### src/rtl/skolem_check_bvuge_bvneg_pkg.sv
// Shared types and defaults for the bvuge/bvneg Skolem checker.
// Optional capture of the first failing point is enabled by SKOLEM_CHECK_CAPTURE_EN.
package skolem_check_bvuge_bvneg_pkg;

  localparam int DEFAULT_W      = 4;
  localparam int DEFAULT_SETTLE = 1;
  localparam int WAIT_CNT_W     = 4;

  typedef enum logic [1:0] {
    IDLE  = 2'd0,
    WAIT  = 2'd1,
    CHECK = 2'd2,
    FIN   = 2'd3
  } state_e;

endpackage

### src/rtl/skolem_check_bvuge_bvneg_eval.sv
// Combinational point check: ok when (-x mod 2^W) >= t, unsigned.
// Kept standalone so other find_inv checkers can reuse it.
module bvuge_bvneg_eval
  import skolem_check_bvuge_bvneg_pkg::*;
#(
  parameter int W = DEFAULT_W
) (
  input  logic [W-1:0] t,
  input  logic [W-1:0] x,
  output logic         ok
);

  logic [W-1:0] w_negX;

  assign w_negX = ~x + W'(1);
  assign ok     = (w_negX >= t);

endmodule

### src/rtl/skolem_check_bvuge_bvneg.sv
// Exhaustive checker driving every t in 0..2^W-1 to an external Skolem function.
// Define SKOLEM_CHECK_CAPTURE_EN to add first_vld/first_t/first_x capture outputs.
module skolem_check_bvuge_bvneg
  import skolem_check_bvuge_bvneg_pkg::*;
#(
  parameter int W      = DEFAULT_W,
  parameter int SETTLE = DEFAULT_SETTLE
) (
  input  logic         clk,
  input  logic         rst,
  input  logic         start,
  output logic [W-1:0] cand_t,
  input  logic [W-1:0] cand_x,
  output logic         busy,
  output logic         done,
  output logic         pass,
  output logic [W:0]   fail_cnt
`ifdef SKOLEM_CHECK_CAPTURE_EN
  ,
  output logic         first_vld,
  output logic [W-1:0] first_t,
  output logic [W-1:0] first_x
`endif
);

  localparam logic [W-1:0]          T_MAX      = '1;
  localparam logic [WAIT_CNT_W-1:0] SETTLE_CNT = WAIT_CNT_W'(SETTLE);

  state_e                  r_state;
  state_e                  w_stateNext;
  logic [WAIT_CNT_W-1:0]   r_waitCnt;
  logic [W-1:0]            r_candT;
  logic [W:0]              r_failCnt;
  logic                    r_busy;
  logic                    r_done;
  logic                    r_pass;
  logic                    w_ok;

  bvuge_bvneg_eval #(
    .W (W)
  ) u_eval (
    .t  (r_candT),
    .x  (cand_x),
    .ok (w_ok)
  );

  always_ff @(posedge clk) begin
    if (rst) begin
      r_state <= IDLE;
    end else begin
      r_state <= w_stateNext;
    end
  end

  always_comb begin
    w_stateNext = r_state;
    case (r_state)
      IDLE:    if (start) w_stateNext = WAIT;
      WAIT:    if (r_waitCnt == '0) w_stateNext = CHECK;
      CHECK:   w_stateNext = (r_candT == T_MAX) ? FIN : WAIT;
      FIN:     w_stateNext = IDLE;
      default: w_stateNext = IDLE;
    endcase
  end

  // done and pass are registered out of FIN, so done lands one cycle after the last CHECK.
  always_ff @(posedge clk) begin
    if (rst) begin
      r_waitCnt <= '0;
      r_candT   <= '0;
      r_failCnt <= '0;
      r_busy    <= 1'b0;
      r_done    <= 1'b0;
      r_pass    <= 1'b0;
    end else begin
      r_done <= 1'b0;
      case (r_state)
        IDLE: begin
          if (start) begin
            r_candT   <= '0;
            r_failCnt <= '0;
            r_pass    <= 1'b0;
            r_waitCnt <= SETTLE_CNT;
            r_busy    <= 1'b1;
          end
        end
        WAIT: begin
          if (r_waitCnt != '0) r_waitCnt <= r_waitCnt - 1'b1;
        end
        CHECK: begin
          if (!w_ok) r_failCnt <= r_failCnt + 1'b1;
          if (r_candT != T_MAX) begin
            r_candT   <= r_candT + 1'b1;
            r_waitCnt <= SETTLE_CNT;
          end
        end
        FIN: begin
          r_done <= 1'b1;
          r_pass <= (r_failCnt == '0);
          r_busy <= 1'b0;
        end
        default: begin
          r_busy <= 1'b0;
        end
      endcase
    end
  end

  assign cand_t   = r_candT;
  assign busy     = r_busy;
  assign done     = r_done;
  assign pass     = r_pass;
  assign fail_cnt = r_failCnt;

`ifdef SKOLEM_CHECK_CAPTURE_EN
  logic         r_firstVld;
  logic [W-1:0] r_firstT;
  logic [W-1:0] r_firstX;

  always_ff @(posedge clk) begin
    if (rst) begin
      r_firstVld <= 1'b0;
      r_firstT   <= '0;
      r_firstX   <= '0;
    end else if (r_state == IDLE && start) begin
      r_firstVld <= 1'b0;
      r_firstT   <= '0;
      r_firstX   <= '0;
    end else if (r_state == CHECK && !w_ok && !r_firstVld) begin
      r_firstVld <= 1'b1;
      r_firstT   <= r_candT;
      r_firstX   <= cand_x;
    end
  end

  assign first_vld = r_firstVld;
  assign first_t   = r_firstT;
  assign first_x   = r_firstX;
`endif

endmodule

### config.mk
export PLATFORM = sky130hd
export DESIGN_NAME = skolem_check_bvuge_bvneg
export DESIGN_NICKNAME = d
export VERILOG_FILES = /design/src/rtl/skolem_check_bvuge_bvneg_pkg.sv /design/src/rtl/skolem_check_bvuge_bvneg_eval.sv /design/src/rtl/skolem_check_bvuge_bvneg.sv
export SDC_FILE = /design/constraint.sdc
export NUM_CORES = 1
export LEC_CHECK = 0
export CORE_MARGIN = 2
export CORE_UTILIZATION = 50
export CTS_CLUSTER_DIAMETER = 50
export DETAILED_ROUTE_END_ITERATION = 8
export PLACE_DENSITY = 0.77
export SLEW_MARGIN = 10
export SYNTH_ARGS = -nofsm -noshare
export SYNTH_HDL_FRONTEND = slang
export SYNTH_HIERARCHICAL = 1
export SYNTH_SLANG_ARGS = --single-unit
### constraint.sdc
create_clock -name clk -period 3.1 [get_ports clk]
set_input_delay 0.465 -clock clk [delete_from_list [all_inputs] [get_ports clk]]
set_output_delay 0.465 -clock clk [all_outputs]
set_load 0.005 [all_outputs]
==> impl_metrics.env <==
export IMPL_ios=19
export IMPL_finalMaxSlewViolations=0
export IMPL_outcome="finished clean"
export IMPL_ir_worst_vdd_mv=0.276
export IMPL_swShare=0.262
export IMPL_holdBufCountCts=0
export IMPL_clk_latency_ns=0.30
export IMPL_seqPwrFrac=0.516
export IMPL_synthXorXnorAreaFrac=0.0601
export IMPL_path_class="in2reg"
export IMPL_wire_per_inst_um=11.4
export IMPL_synth_area_mux_share=0.0209
export IMPL_postCtsResizedCells=0
export IMPL_reg2regPathDepth=8
export IMPL_ys_seq_elements=18
export IMPL_cts_tree="built"
export IMPL_grt_pass1_wl_mm=3.38
export IMPL_area_delta_synth_final_pct=21.6
export IMPL_port_buffers=18
export IMPL_end_kind="register"
export IMPL_synth_compound_area_share=0.118
export IMPL_grt_pass1_vias=821
export IMPL_synth_top_family_by_area="simple AND/OR/NAND/NOR gates"
export IMPL_yosysUniqueCellTypes=35
export IMPL_p_sw_uw=126
export IMPL_setup_viol=0
export IMPL_finalHoldViolCount=0
export IMPL_dp_hpwl_mm=1.45
export IMPL_layout_nets=156
export IMPL_drtPass1Iterations=4
export IMPL_fin_crit_ns=2.28
export IMPL_fin_cells=166
export IMPL_tightest_slew_ns=0.473
export IMPL_routed_wl_mm=1.89
export IMPL_p_leak_nw=0.466
export IMPL_antenna_found_initial=0
export IMPL_slew_headroom=0.684
export IMPL_cp_start_kind="input port"
export IMPL_drive_above_1_share=0.0791
export IMPL_powerDensity_mw_per_mm2=387
export IMPL_critPathArrivalTime_ns=2.53
export IMPL_htreeDepth=1
export IMPL_core_area_sq_mm=0.00194
export IMPL_groute_usage_overall=0.179
export IMPL_worstHoldPathType="reg2reg"
export IMPL_die_y_um=49.2
export IMPL_fmax_mhz=438
export IMPL_placedCellCount=162
export IMPL_diodes=0
export IMPL_via_count=867
export IMPL_grt_max_degree=15
export IMPL_via_per_inst=5.22
export IMPL_grt_remaining_overflow=0
export IMPL_multi_input_area_sq_um=588
export IMPL_finalSetupTns_ns=0
export IMPL_syn_inst=121
export IMPL_gp_congestion=0.817
export IMPL_syn_area_sq_mm=0.00102
export IMPL_start_util=0.525
export IMPL_fillers=180
export IMPL_whs_path_depth=2
export IMPL_p_int_uw=355
export IMPL_drc_errors=0
export IMPL_fin_crit_sh=0.737
export IMPL_clockBufferDepth=2
export IMPL_clock_skew_ns=0.00501
export IMPL_chipWidth_um=49.2
export IMPL_ff_latch_area_sq_um=360
export IMPL_drtAntennaViolNets=0
export IMPL_clk_pin_slew_ns=0.10
export IMPL_yosys_area_share_simple=0.267
export IMPL_cts_root_buffer="clkbuf_4"
export IMPL_rows=16
export IMPL_cp_required_ns=3.35
export IMPL_drv_cap=0
export IMPL_dieArea_sq_mm=0.00242
export IMPL_synth_nets=137
export IMPL_ys_seq_area_frac=0.353
export IMPL_clock_sinks=18
export IMPL_dpl_cell_area_sq_mm=0.00120
export IMPL_p_clk_frac=0.303
export IMPL_worstPathMaxFanout=5
export IMPL_postCtsSetupBuffers=0
export IMPL_finish_instance_area_sq_mm=0.00124
export IMPL_cts_buffers=3
export IMPL_rsz0062_at_grt="no"
export IMPL_drtIter0Drc=17
export IMPL_p_comb_frac=0.180
export IMPL_yosys_area_share_adder=0.110
export IMPL_yosys_warnings=6
export IMPL_syn_avg_cell_area_sq_um=8.43
-- metrics by stage --
| stage | power [mW] | hold WS (ns) | utilization | setup slack, ns |
|---|---|---|---|---|
| 5_1_grt | 0.505 | 0.509 | 0.639 | 0.675 |
| 3_5_place_dp | 0.339 | 0.464 | 0.620 | 0.502 |
| 4_1_cts | 0.483 | 0.485 | 0.639 | 0.821 |
| 3_3_place_gp | 0.337 | 0.462 | 0.620 | 0.547 |
| 2_1_floorplan | 0.318 | 0.443 | - | 1.13 |
| 6_report | 0.480 | 0.482 | 0.639 | 0.816 |
-- kinds of logic after synthesis --
family,after synthesis
AOI/OAI and AO/OA,18
xor gates and xnor gates,7
adders and majority gates,9
buffers and inverters,15
DFF,18
muxes,2
and+or+nand+nor,52
-- worst paths after layout --
path | start | endpoint | slack (ns)
hold / removal | pass | pass | 0.48
setup / recovery | cand_x[0] | fail_cnt[3] | 0.82
setup reg to reg | cand_t[0] | fail_cnt[3] | 1.21
hold reg to reg | pass | pass | 0.48
-- worst max-delay path, stage by stage --
cell	delay, ns
clkdlybuf4s50_1	0.48
inv_1	0.06
ha_1	0.21
xnor2_1	0.13
ha_1	0.20
a2111oi_2	0.33
nor3_1	0.10
nand2_1	0.15
nand4_1	0.14
xor2_1	0.17
nor2_1	0.09
-- flip-flops by register name (all words and copies together) (netlist names) --
signal / count
busy: 1
r_waitCnt: 4
pass: 1
fail_cnt: 5
r_state: 2
done: 1
cand_t: 4
-- cells in the final DEF, fill, tap and decap left out, drive strengths merged --
| cell type | n |
|---|---|
| or2 | 1 |
| nor3b | 2 |
| nand3 | 4 |
| nand2 | 9 |
| mux2i | 1 |
| nor2 | 16 |
| xnor2 | 2 |
| a2111oi | 1 |
| dfxtp | 18 |
| ha | 9 |
| nor3 | 5 |
| o21a | 1 |
| a21oi | 9 |
| and3 | 1 |
| nand2b | 2 |
| nand3b | 2 |
| nand4 | 3 |
| mux2 | 1 |
| clkbuf | 4 |
| and2b | 1 |
| clkdlybuf4s50 | 18 |
| xor2 | 5 |
| nand4b | 2 |
| or4b | 1 |
| inv | 11 |
| or3b | 1 |
| o221ai | 1 |
| and2 | 2 |
| o22ai | 1 |
| a311oi | 1 |
| o21ai | 3 |
| o21ba | 1 |
-- final cells by class --
| type | count | share of cell area |
|---|---|---|
| multi-input combinational | 88 | 0.474 |
| sequential | 18 | 0.291 |
| timing repair buffer | 18 | 0.145 |
| clock buffer | 4 | 0.0293 |
| tap | 27 | 0.0272 |
| inverter | 11 | 0.0333 |
-- per-layer routing --
layer | up-vias | GRT usage | part of all wire | wire length [um]
li1 | 450 | - | - | -
met1 | 395 | 0.217 | 0.48 | 905
met2 | 17 | 0.300 | 0.45 | 856
met3 | 5 | 0.0399 | 0.044 | 84
met4 | 0 | 0.0857 | 0.022 | 42
met5 | - | 0 | 0 | 0
-- cell usage after synthesis --
library cell	n	share of area
a2111oi_2	1	0.015
a21oi_1	8	0.039
a21oi_2	1	0.0086
a311oi_1	1	0.0086
and2_1	2	0.012
and2b_2	1	0.0086
and3_1	1	0.0061
buf_6	2	0.022
clkbuf_1	2	0.0074
dfxtp_1	18	0.35
ha_1	9	0.11
inv_1	10	0.037
inv_2	1	0.0037
mux2_2	1	0.011
mux2i_1	1	0.0098
nand2_1	9	0.033
nand2b_1	2	0.012
nand3_1	4	0.020
nand3b_1	2	0.015
nand4_1	3	0.018
nand4b_1	2	0.017
nor2_1	16	0.059
nor3_1	5	0.025
nor3b_1	2	0.015
o21a_1	1	0.0074
o21ai_0	1	0.0049
o21ai_1	2	0.0098
o21ba_1	1	0.0098
o221ai_1	1	0.0086
o22ai_1	1	0.0061
or2_2	1	0.0061
or3b_4	1	0.011
or4b_1	1	0.0098
xnor2_1	2	0.017
xor2_1	5	0.043
-- power by group through the flow --
stage	Sequential [mW]	Combinational, mW	Clock, mW
floorplan	0.251	0.0674	0
global placement	0.253	0.0839	0
detailed placement	0.253	0.0863	0
CTS	0.248	0.0872	0.148
global route	0.250	0.0990	0.156
finish	0.248	0.0866	0.146
Power figures use the tool's default switching activity.
